--- src/rtl/prio_pkg.sv ---
// Shared types and helpers for the priority scan encoder.
// Holds the scan FSM state encoding and the code-width function.
package prio_pkg;

   typedef enum logic {
      IDLE = 1'b0,
      SCAN = 1'b1
   } state_t;

   // Smallest r such that 2**r >= v; used to size codes 0..N.
   function automatic int clog2(input int v);
      int r;
      r = 0;
      while ((1 << r) < v) begin
         r = r + 1;
      end
      return r;
   endfunction

endpackage

--- src/rtl/prio_enc_n.sv ---
// N-bit highest-set-bit encoder: bit i -> code i+1, empty vector -> code 0.
// Purely combinational; instantiated once per code the scanner reports.
module prio_enc_n #(
   parameter int N  = 12,
   parameter int CW = 4
) (
   input  logic [N-1:0]  vec,
   output logic [CW-1:0] code
);

   always_comb begin
      code = '0;
      for (int i = 0; i < N; i++) begin
         if (vec[i]) begin
            code = CW'(i + 1);
         end
      end
   end

endmodule

--- src/rtl/priority_scan_encoder.sv ---
// Snapshots a request vector and streams its set bits highest-first,
// one code per handshake, with a lookahead second code and remaining count.
//
// state | meaning
// ------+-------------------------------------------------------------
// IDLE  | no snapshot held; outputs zero; start with req!=0 loads one
// SCAN  | snapshot non-empty; out_valid high until the final handshake
module priority_scan_encoder
   import prio_pkg::*;
#(
   parameter  int N  = 12,
   localparam int CW = clog2(N + 1)
) (
   input  logic          clk,
   input  logic          reset,
   input  logic          start,
   input  logic [N-1:0]  req,
   output logic          busy,
   output logic          out_valid,
   input  logic          out_ready,
   output logic [CW-1:0] first,
   output logic [CW-1:0] second,
   output logic          last,
   output logic [CW-1:0] count,
   output logic          done
);

   state_t        state, state_next;
   logic [N-1:0]  snap, snap_next;
   logic [N-1:0]  top_oh;
   logic [N-1:0]  snap_rest;
   logic          done_q, done_next;
   logic [CW-1:0] first_c, second_c, count_c;
   logic          scanning;
   logic          final_beat;

   // One-hot of the highest set snapshot bit; cleared on each handshake.
   always_comb begin
      top_oh = '0;
      for (int i = 0; i < N; i++) begin
         if (snap[i]) begin
            top_oh    = '0;
            top_oh[i] = 1'b1;
         end
      end
   end

   assign snap_rest = snap & ~top_oh;

   always_comb begin
      count_c = '0;
      for (int i = 0; i < N; i++) begin
         count_c = count_c + CW'(snap[i]);
      end
   end

   prio_enc_n #(
      .N  (N),
      .CW (CW)
   ) u_enc_first (
      .vec  (snap),
      .code (first_c)
   );

   prio_enc_n #(
      .N  (N),
      .CW (CW)
   ) u_enc_second (
      .vec  (snap_rest),
      .code (second_c)
   );

   assign scanning   = (state == SCAN);
   assign final_beat = scanning && (count_c == CW'(1));

   always_comb begin
      state_next = state;
      snap_next  = snap;
      done_next  = 1'b0;
      case (state)
         IDLE: begin
            if (start) begin
               if (|req) begin
                  snap_next  = req;
                  state_next = SCAN;
               end else begin
                  done_next = 1'b1;
               end
            end
         end
         SCAN: begin
            // start is deliberately not looked at here, including on the final beat.
            if (out_ready) begin
               snap_next = snap_rest;
               if (final_beat) begin
                  snap_next  = '0;
                  state_next = IDLE;
                  done_next  = 1'b1;
               end
            end
         end
         default: begin
            snap_next  = '0;
            state_next = IDLE;
         end
      endcase
   end

   always_ff @(posedge clk) begin
      if (reset) begin
         state  <= IDLE;
         snap   <= '0;
         done_q <= 1'b0;
      end else begin
         state  <= state_next;
         snap   <= snap_next;
         done_q <= done_next;
      end
   end

   // Gate on state so IDLE outputs are zero independent of snapshot contents.
   assign busy      = scanning;
   assign out_valid = scanning;
   assign first     = scanning ? first_c  : '0;
   assign second    = scanning ? second_c : '0;
   assign count     = scanning ? count_c  : '0;
   assign last      = final_beat;
   assign done      = done_q;

endmodule

--- config.mk ---
export PLATFORM = sky130hd
export DESIGN_NAME = priority_scan_encoder
export DESIGN_NICKNAME = d
export VERILOG_FILES = /design/src/rtl/prio_pkg.sv /design/src/rtl/prio_enc_n.sv /design/src/rtl/priority_scan_encoder.sv
export SDC_FILE = /design/constraint.sdc
export NUM_CORES = 1
export LEC_CHECK = 0
export CAP_MARGIN = 5
export CORE_MARGIN = 5
export CORE_UTILIZATION = 45
export CTS_CLUSTER_DIAMETER = 120
export DETAILED_ROUTE_END_ITERATION = 6
export MAX_ROUTING_LAYER = met4
export PLACE_DENSITY = 0.72
export SLEW_MARGIN = 10
export SYNTH_ARGS = -nofsm -noshare
export SYNTH_HDL_FRONTEND = slang
export SYNTH_SLANG_ARGS = --single-unit
--- constraint.sdc ---
create_clock -name clk -period 4.7 [get_ports clk]
set_input_delay 0.47 -clock clk [delete_from_list [all_inputs] [get_ports clk]]
set_output_delay 0.47 -clock clk [all_outputs]
set_load 0.02 [all_outputs]
== Word level (Yosys, flattened, before mapping) ==
Cells that the tools add are included.

* Flip-flop bits (word level): 14
* Output and inout port bits: 16
* Logic and storage cells: 78
* Bits of input ports: 16

* Equal/unequal tests: 4
* Reductions and logical operators: 3
* Multiplexer cells: 54
* Bitwise logic cells: 3
* Add/sub/neg operators: 11

{| class="wikitable"
|+ Operator list
! kind !! number
|-
| two-way mux 12 bit || 14
|-
| two-way mux 4 bit || 13
|-
| adder 4 x 1 -> 4 bit || 8
|-
| two-way mux 3 bit || 8
|-
| one-hot mux 12 bit (2 select lines) || 1
|-
| AND 12 bit || 1
|-
| NOT 12 bit || 1
|-
| OR reduction 12 bit || 1
|-
| two-way mux 1 bit || 11
|-
| two-way mux 2 bit || 5
|-
| != test 2 bit, second input constant || 3
|-
| adder 3 x 1 -> 4 bit || 1
|-
| equality test 4 x 1 -> 1 bit, second input constant || 1
|-
| one-hot mux 1 bit (2 select lines) || 2
|-
| adder 2 x 1 -> 3 bit || 1
|-
| AND reduction 3 bit || 1
|-
| adder 1 x 1 -> 2 bit || 1
|-
| logical AND 1 bit || 1
|-
| NOT 1 bit || 1
|}

== Logic depth before layout (Yosys ltp) ==
Gate-level depths: netlist of the first run.

* Depth in word-level cells: 27
* Mapped depth: 14
* Gate-level depth less buffers: 13

== Modules after synthesis ==
From an unflattened synthesis of the first run, not the netlist that was laid out.

* Cells, all modules: 187
* Area total of the unflattened synthesis: 1401.3 um^2

{| class="wikitable"
|+ Modules (own cells, without submodules)
! module !! times used !! cells an instance !! sequential area each (um^2) !! area each (um^2)
|-
| priority_scan_encoder || 1 || 151 || 280.3 || 1201.2
|-
| prio_enc_n || 2 || 18 || 0.0 || 100.1
|}

== Worst setup path after synthesis of the first run ==
Ideal clock, no wire load.

* Kind: register -> register
* From: reg snap[3]
* To: reg snap[7]
* Stages on the path, launching flop included: 15
* Clock period less this slack: 4459 ps
* Arrival time: 4318 ps
* Path slack: 241 ps
* Setup time: 141 ps
* Data required time: 4559 ps
* Path through: dfxtp_1 > fa_1 > fa_1 > inv_1 > fa_1 > fa_1 > inv_1 > ha_1 > fa_1 > nand3b_1 > a2111oi_2 > nor2_2 > buf_6 > o41ai_4 > a311oi_2

* Longest elaborated chain between the ends: 14
* Elaborated cells between the ends (all ways): 25
* Those cells by class: 9 x add/sub; 1 x eq/ne; 12 x mux; 2 x bitwise; 1 x reduce/logical

{| class="wikitable"
|+ Ends and longest elaborated chain
! element !! line !! source
|-
| start: declaration || priority_scan_encoder.sv:29 || <nowiki>logic [N-1:0] snap, snap_next;</nowiki>
|-
| start signal: assignment || priority_scan_encoder.sv:116 || <nowiki>snap <= snap_next;</nowiki>
|-
| adder 3 x 1 -> 4 bit || priority_scan_encoder.sv:53 || <nowiki>count_c = count_c + CW'(snap[i]);</nowiki>
|-
| adder 4 x 1 -> 4 bit (8 in a row) || priority_scan_encoder.sv:53 ||
|-
| equality test 4 x 1 -> 1 bit || priority_scan_encoder.sv:74 || <nowiki>assign final_beat = scanning && (count_c == CW'(1));</nowiki>
|-
| logical AND 1 bit || priority_scan_encoder.sv:74 ||
|-
| named net last || priority_scan_encoder.sv:23 || <nowiki>output logic last,</nowiki>
|-
| two-way mux 12 bit || priority_scan_encoder.sv:95 || <nowiki>if (final_beat) begin</nowiki>
|-
| two-way mux 12 bit || priority_scan_encoder.sv:93 || <nowiki>if (out_ready) begin</nowiki>
|-
| one-hot mux 12 bit (2 select lines) || priority_scan_encoder.sv:80 || <nowiki>case (state)</nowiki>
|}

The timed path passes the listed nets, and every way through them passes these cells. The select of a mux whose other input is x is not followed.
A chain may end at the register's enable or synchronous reset.

== Final worst setup path of the first run ==
* From: reg snap[0]
* To: out count[2]

* Longest elaborated chain between the ends: 12

{| class="wikitable"
|+ Ends and longest elaborated chain
! element !! line !! source
|-
| adder 1 x 1 -> 2 bit || priority_scan_encoder.sv:53 ||
|-
| adder 2 x 1 -> 3 bit || priority_scan_encoder.sv:53 ||
|-
| adder 3 x 1 -> 4 bit || priority_scan_encoder.sv:53 ||
|-
| adder 4 x 1 -> 4 bit (8 in a row) || priority_scan_encoder.sv:53 ||
|-
| two-way mux 4 bit || priority_scan_encoder.sv:126 || <nowiki>assign count = scanning ? count_c : '0;</nowiki>
|-
| end: declaration || priority_scan_encoder.sv:24 || <nowiki>output logic [CW-1:0] count,</nowiki>
|}

No other way between the ends.

==> results of run 1 <==
-- final cells by class --
class	instances	area (um^2)
clock buffers	4	36.28
multi-input cells	143	1111
well taps	46	57.56
flip-flops and latches	14	280.3
repair buffers	44	406.6
fillers	319	1381
inverters	17	63.81
-- cell families (layout without fill, tap and decap cells) --
group                      count (synthesis)  after routing
DFF                                       14             14
muxes                                      1              1
AOI/OAI and AO/OA                         59             59
adders and majority gates                 15             15
and+or+nand+nor                           66             66
xor gates and xnor gates                   2              2
buffers and inverters                     34             65
-- worst reg2reg max path: cells and delay by family (launching register included) --
| kind | cells | cell delay (ps) |
|---|---|---|
| AO/OA/AOI/OAI | 3 | 480 |
| AND/OR/NAND/NOR | 1 | 70 |
| adder cells (fa/ha/maj) | 6 | 2560 |
| buffers and inverters | 4 | 470 |
| flip-flops | 1 | 340 |
| XOR/XNOR | 1 | 280 |
-- registers in the layout, indices dropped and copies added, names as in the netlist --
name / count
done: 1
snap: 12
busy: 1
-- routing by layer --
metal | GRT usage, % | part of all wire [%] | up-vias
met1 | 27.71 | 43 | 735
li1 | - | - | 748
met4 | 6.083 | 1.4 | 0
met5 | - | 0 | -
met2 | 31.43 | 49 | 64
met3 | 1.297 | 6.8 | 6
-- synth_stat cells (2+ instances only) --
master    instances  share of area, %
nor4_2            3               2.4
o21ai_2           2               1.1
nor2_1            8               1.9
a311oi_2          6               5.8
a21oi_1          24               7.7
buf_6             6               4.3
or3_1             2              0.80
nand2_1          26               6.3
maj3_1            2               1.3
nand3_1           3              0.96
nor4_1            2              0.80
and2_1            4               1.6
o21ai_0           3              0.96
a211oi_1          2              0.96
a311oi_1          7               3.9
clkbuf_1          6               1.4
ha_1              5               4.0
fa_1              7               9.0
nor3_1            6               1.9
a31oi_1           2              0.80
buf_2             4               1.3
inv_1            16               3.8
dfxtp_1          14                18
o21bai_1          3               1.4
-- what timing repair did --
item,in CTS,in global routing
endpoints found under the hold margin,0,0
setup endpoints to repair,2,2
gates resized for setup,5,4
pin swaps,0,1
-- power breakdown --
group          switching, mW  leakage, nW  internal [mW]
Clock                 0.0436       0.0210         0.0472
Combinational          0.166        0.650          0.126
Sequential            0.0110        0.114          0.127
-- worst paths after layout --
path	depth (start not counted)	slack (ps)	from	end
min	3	680	snap[11]$_SDFFE_PP0P_	snap[11]$_SDFFE_PP0P_
min reg2reg	3	680	snap[11]$_SDFFE_PP0P_	snap[11]$_SDFFE_PP0P_
max reg2reg	15	400	snap[0]$_SDFFE_PP0P_	snap[9]$_SDFFE_PP0P_
max	11	150	snap[0]$_SDFFE_PP0P_	count[2]
==> metrics.md, run 1 <==
| Metric | Value |
|---|---|
| Status | `complete, no violations` |
| # IOs | `32` |
| Worst path max stage delay | `520 ps` |
| CP top delay family | `adder cells` |
| DP Worst Slack | `-33.66 ps` |
| Global placement routability congestion | `0.8606` |
| Post-Syn Nets | `219` |
| Most frequent cells in the layout | `clkdlybuf4s50_1, nand2_1, a21oi_1, inv_1` |
| Ys Warns | `0` |
| Tightest Hold Check Type | `reg2reg` |
| Worst-path clk slew | `90 ps` |
| Gr usage total | `20.06%` |
| Core Rows | `21` |
| Synth Area in Compound Gates | `29.99%` |
| Setup WS post-layout | `150.3 ps` |
| Max Freq | `0.2198 GHz` |
| # setup viols final | `0` |
| Clock Skews | `1.887 ps` |
| Crit end category | `output pin` |
| Worst Path Buf+Inv | `3` |
| Drt wl/cell | `15.70 um` |
| FF+latch count, synth | `14` |
| Seq/Total Area, Yosys | `17.96%` |
| Post-route insts no fill | `268` |
| CTS sink count | `14` |
| ANT nets after route | `0` |
| Fraction of registers with async set/reset | `0%` |
| Syn_area_per_cell | `8.169 um^2` |
| Cells after synthesis | `191` |
| Layout cells sized above 1 | `17.57%` |
| CTS root buffer | `clkbuf_4` |
| Gr ovfl total | `0` |
| Post-layout nets | `251` |
| Post-detailed-placement half-perimeter wirelength | `3322 um` |
| Crit-path slowest cell | `fa_1` |
| TritonCTS Buffers | `3` |
| Pre-antenna DRT Iters | `4` |
| CP cell instances | `fa_1 > fa_1 > inv_1 > fa_1 > fa_1 > inv_1 > ha_1 > fa_1 > xor2_1 > and2_1 > dlygate4sd2_1` |
| CTS tree | `built` |
| Leading cell type in the layout, fill and taps excluded | `clkdlybuf4s50_1` |
| Power Density | `266.6 mW/mm^2` |
| Largest net degree at the start of global routing | `25` |
| Worst-Skew Late Latency | `290 ps` |
| Xor/xnor share of the synthesized area | `1.123%` |
| WP data required | `4230 ps` |
| Cell Area, Placed | `0.001908 mm^2` |
| Top_reg_cell synth | `dfxtp_1` |
| CP arrival | `4080 ps` |
| EDFF count, synth | `0` |
| Die span in x | `68.89 um` |
| Port bufs | `31` |
| DR DRC count | `0` |
| Antenna fix cells | `0` |
| Vias | `1553` |
| Post-Synth Simple-Gate Area | `23.58%` |
| Slew Viols, Final | `0` |
| Synth-to-layout area growth | `25.34%` |
| Max IR drop VDD | `0.1528 mV` |
| Depth of the CTS H-tree | `1` |
| First-pass GRT wire length | `7169 um` |
| Longest Clk Path Bufs | `2` |
| Post-Synth Adder-Cell Area | `15.00%` |
| Distinct cells, synth | `52` |
| Fin util | `58.61%` |
| Kind of critical path | `reg2out` |
| Worst rel slew slack | `57.33%` |
| Total power | `0.5213 mW` |
| Multiplexer share of the synthesized area | `0.7217%` |
| Final hold slack | `678.3 ps` |
| Design area | `0.001956 mm^2` |
| Core footprint | `0.003337 mm^2` |
| Drt total wl | `4207 um` |
| Initial drt markers | `117` |
| Die Area | `0.004745 mm^2` |
| Number of global-route vias before repair | `1534` |
| Fin. Hold Viols | `0` |
| Startpoint Class | `flip-flop` |
| DP Cell Count | `264` |
| Initial antenna violation count | `0` |
| Worst-path maximum fanout | `2` |
| Largest family of logic cells by synthesized area | `compound AO/OA/AOI/OAI gates` |
| Die height | `68.89 um` |
| CP most frequent cell | `fa_1` |
| Post-CTS setup buffers | `0` |
| Slew @ Worst Pin | `638.0 ps` |
| Drt via density | `5.795` |
| Setup TNS | `0 ps` |
| Leak | `0.7857 nW` |
| Maxcap violations | `0` |
| Final period util | `96.80%` |
| Fin crit period | `4550 ps` |
| Starting density of the core | `46.76%` |
| Cell Area, Synth | `0.001560 mm^2` |
| CTS Hold Bufs | `0` |
(Power assumes the default switching activity.)
==> run 2: changes to the inputs <==
--- a/config.mk
+++ b/config.mk
@@ -12,2 +12,3 @@
 export DETAILED_ROUTE_END_ITERATION = 6
+export GPL_TIMING_DRIVEN = 1
 export MAX_ROUTING_LAYER = met4
==> constraint.sdc (replaced) <==
create_clock -name clk -period 4.7 [get_ports clk]
set_input_delay 1.175 -clock clk [delete_from_list [all_inputs] [get_ports clk]]
set_output_delay 1.175 -clock clk [all_outputs]
set_load 0.02 [all_outputs]
==> metrics.md, run 2 (synthesis gave the netlist of run 1 again) <==
| Metric | Value |
|---|---|
| RSZ-0062 raised after global routing | `true` |
| Vias | `1620 (was 1553)` |
| Largest net degree at the start of global routing | `25 (unchanged)` |
| Maxcap violations | `0 (unchanged)` |
| TritonCTS Buffers | `3 (unchanged)` |
| Largest register by flop count | `snap (unchanged)` |
| DP Worst Slack | `-637.1 ps (was -33.66 ps)` |
| Drt wl/cell | `17.37 um (was 15.70 um)` |
| Final hold slack | `660.7 ps (was 678.3 ps)` |
| WP data required | `3520 ps (was 4230 ps)` |
| CTS root buffer | `clkbuf_4 (unchanged)` |
| Startpoint Class | `flip-flop (unchanged)` |
| Failing checks | `negative setup slack` |
| Initial drt markers | `92 (was 117)` |
| Fin crit period | `5157 ps (was 4550 ps)` |
| CTS sink count | `14 (unchanged)` |
| Worst-path maximum fanout | `2 (unchanged)` |
| Max FFs per register | `12 (unchanged)` |
| Global placement routability congestion | `0.8970 (was 0.8606)` |
| Fin util | `60.22% (was 58.61%)` |
| Die span in x | `68.89 um (unchanged)` |
| Core Rows | `21 (unchanged)` |
| Post-layout nets | `254 (was 251)` |
| Slew @ Worst Pin | `643.9 ps (was 638.0 ps)` |
| Initial antenna violation count | `0 (unchanged)` |
| Die height | `68.89 um (unchanged)` |
| Power share of the clock group | `16.9% (was 17.4%)` |
| Kind of critical path | `reg2out (unchanged)` |
| Longest Clk Path Bufs | `2 (unchanged)` |
| Synth-to-layout area growth | `28.79% (was 25.34%)` |
| Depth of the CTS H-tree | `1 (unchanged)` |
| Fin. Hold Viols | `0 (unchanged)` |
| Int Power | `0.3093 mW (was 0.3003 mW)` |
| Starting density of the core | `46.76% (unchanged)` |
| CP arrival | `3980 ps (was 4080 ps)` |
| Clock Skews | `5.074 ps (was 1.887 ps)` |
| Design area | `0.002009 mm^2 (was 0.001956 mm^2)` |
| ANT nets after route | `0 (unchanged)` |
| FF/Latch Area | `281.5 um^2 (was 280.3 um^2)` |
| Slew Viols, Final | `0 (unchanged)` |
| Cell Area, Placed | `0.001942 mm^2 (was 0.001908 mm^2)` |
| Pre-antenna DRT Iters | `4 (unchanged)` |
| Worst-path clk slew | `100 ps (was 90 ps)` |
| Worst rel slew slack | `56.94% (was 57.33%)` |
| Switch share | `42.69% (was 42.39%)` |
| Final period util | `109.7% (was 96.80%)` |
| Drt via density | `5.978 (was 5.795)` |
| Max IR drop VDD | `0.1374 mV (was 0.1528 mV)` |
| Multi-input gate area | `0.001140 mm^2 (was 0.001111 mm^2)` |
| DR DRC count | `0 (unchanged)` |
| Tightest Hold Check Type | `reg2reg (unchanged)` |
| Core footprint | `0.003337 mm^2 (unchanged)` |
| Most frequent cells in the layout | `nand2_1, clkdlybuf4s50_1, a21oi_1, buf_4, inv_1 (was clkdlybuf4s50_1, nand2_1, a21oi_1, inv_1)` |
| Die Area | `0.004745 mm^2 (unchanged)` |
| First-pass GRT wire length | `7521 um (was 7169 um)` |
| Number of global-route vias before repair | `1617 (was 1534)` |
| Setup TNS | `-976.6 ps (was 0 ps)` |
| Logic pwr share | `57.5% (was 56.0%)` |
| Antenna fix cells | `0 (unchanged)` |
| Setup WS post-layout | `-456.9 ps (was 150.3 ps)` |
| Layout cells sized above 1 | `23.56% (was 17.57%)` |
| Gr ovfl total | `0 (unchanged)` |
| # setup viols final | `4 (was 0)` |
| NetSw | `0.2304 mW (was 0.2210 mW)` |
| CTS tree | `built (unchanged)` |
| Fill cells | `321 (was 319)` |
| Status | `finished with violations (was complete, no violations)` |
| # IOs | `32 (unchanged)` |
| Gr usage total | `21.78% (was 20.06%)` |
| Worst-Skew Late Latency | `290 ps (about the same)` |
| Crit end category | `output pin (unchanged)` |
| Drt total wl | `4707 um (was 4207 um)` |
| Leak | `0.7864 nW (was 0.7857 nW)` |
| Post-detailed-placement half-perimeter wirelength | `3579 um (was 3322 um)` |
| Sequential power share | `25.7% (was 26.6%)` |
| Port bufs | `31 (unchanged)` |
| Max Freq | `0.1939 GHz (was 0.2198 GHz)` |
| Power Density | `268.6 mW/mm^2 (was 266.6 mW/mm^2)` |
==> run 2: cell count changes in the layout (fill, tap and decap cells not counted), moves of 2 or more <==
cell | previous run | this run
buf_6 | 0 | 3
inv_2 | 0 | 2
inv_1 | 16 | 14
buf_4 | 14 | 17
clkdlybuf4s50_1 | 28 | 26
==> run 2: final cells by class <==
cell class | instances | share of cell area, %
tap | 46 | 2.864
inverter | 17 | 3.176
sequential | 14 | 14.01
timing repair buffer | 47 | 21.42
clock buffer | 4 | 1.806
multi-input combinational | 143 | 56.72
==> run 2: through the flow <==
step | total power, mW | instances
final | 0.5398 | 271
after global routing | 0.5761 | 271
after CTS | 0.5363 | 269
after detailed placement | 0.4401 | 265
after global placement | 0.4292 | 265
after floorplan | 0.3445 | 191
==> run 2: final timing paths <==
kind	cells past startpoint	startpoint	slack [ps]	to
min	3	snap[11]$_SDFFE_PP0P_	660	snap[11]$_SDFFE_PP0P_
max reg2reg	15	snap[3]$_SDFFE_PP0P_	290	snap[1]$_SDFFE_PP0P_
min reg2reg	3	snap[11]$_SDFFE_PP0P_	660	snap[11]$_SDFFE_PP0P_
max	11	snap[3]$_SDFFE_PP0P_	-460	last
==> run 2: what timing repair did <==
action,4_1_cts,5_1_grt
endpoints found under the setup margin,5,4
buffers inserted,0,2
hold buffers,0,0
gates resized for setup,25,4
pin swaps,0,3
==> run 2: power by group through the flow <==
| stage | Clock (mW) | Combinational, mW | Sequential [mW] |
|---|---|---|---|
| after floorplan | 0 | 0.204 | 0.140 |
| after global placement | 0 | 0.289 | 0.141 |
| after detailed placement | 0 | 0.299 | 0.141 |
| after CTS | 0.0911 | 0.307 | 0.138 |
| after global routing | 0.0987 | 0.337 | 0.140 |
| final | 0.0910 | 0.310 | 0.139 |
==> run 2: critical path, cell delays in order (launching register included) <==
cell and delay [ps]:
dfxtp_2 340, fa_1 510, fa_1 530, inv_1 50, fa_1 450, fa_1 520, inv_2 50, ha_4 160
fa_2 370, xor2_2 170, a2111oi_4 340, buf_4 200
==> run 2: per-layer routing <==
layer  routed length (um)  global-route usage [%]  vias up
li1                     -                       -      758
met1                 1886                   26.67      769
met2                 2405                   34.76       82
met3                  332                   4.214       11
met4                   82                   9.489        0
met5                    0                       -        -
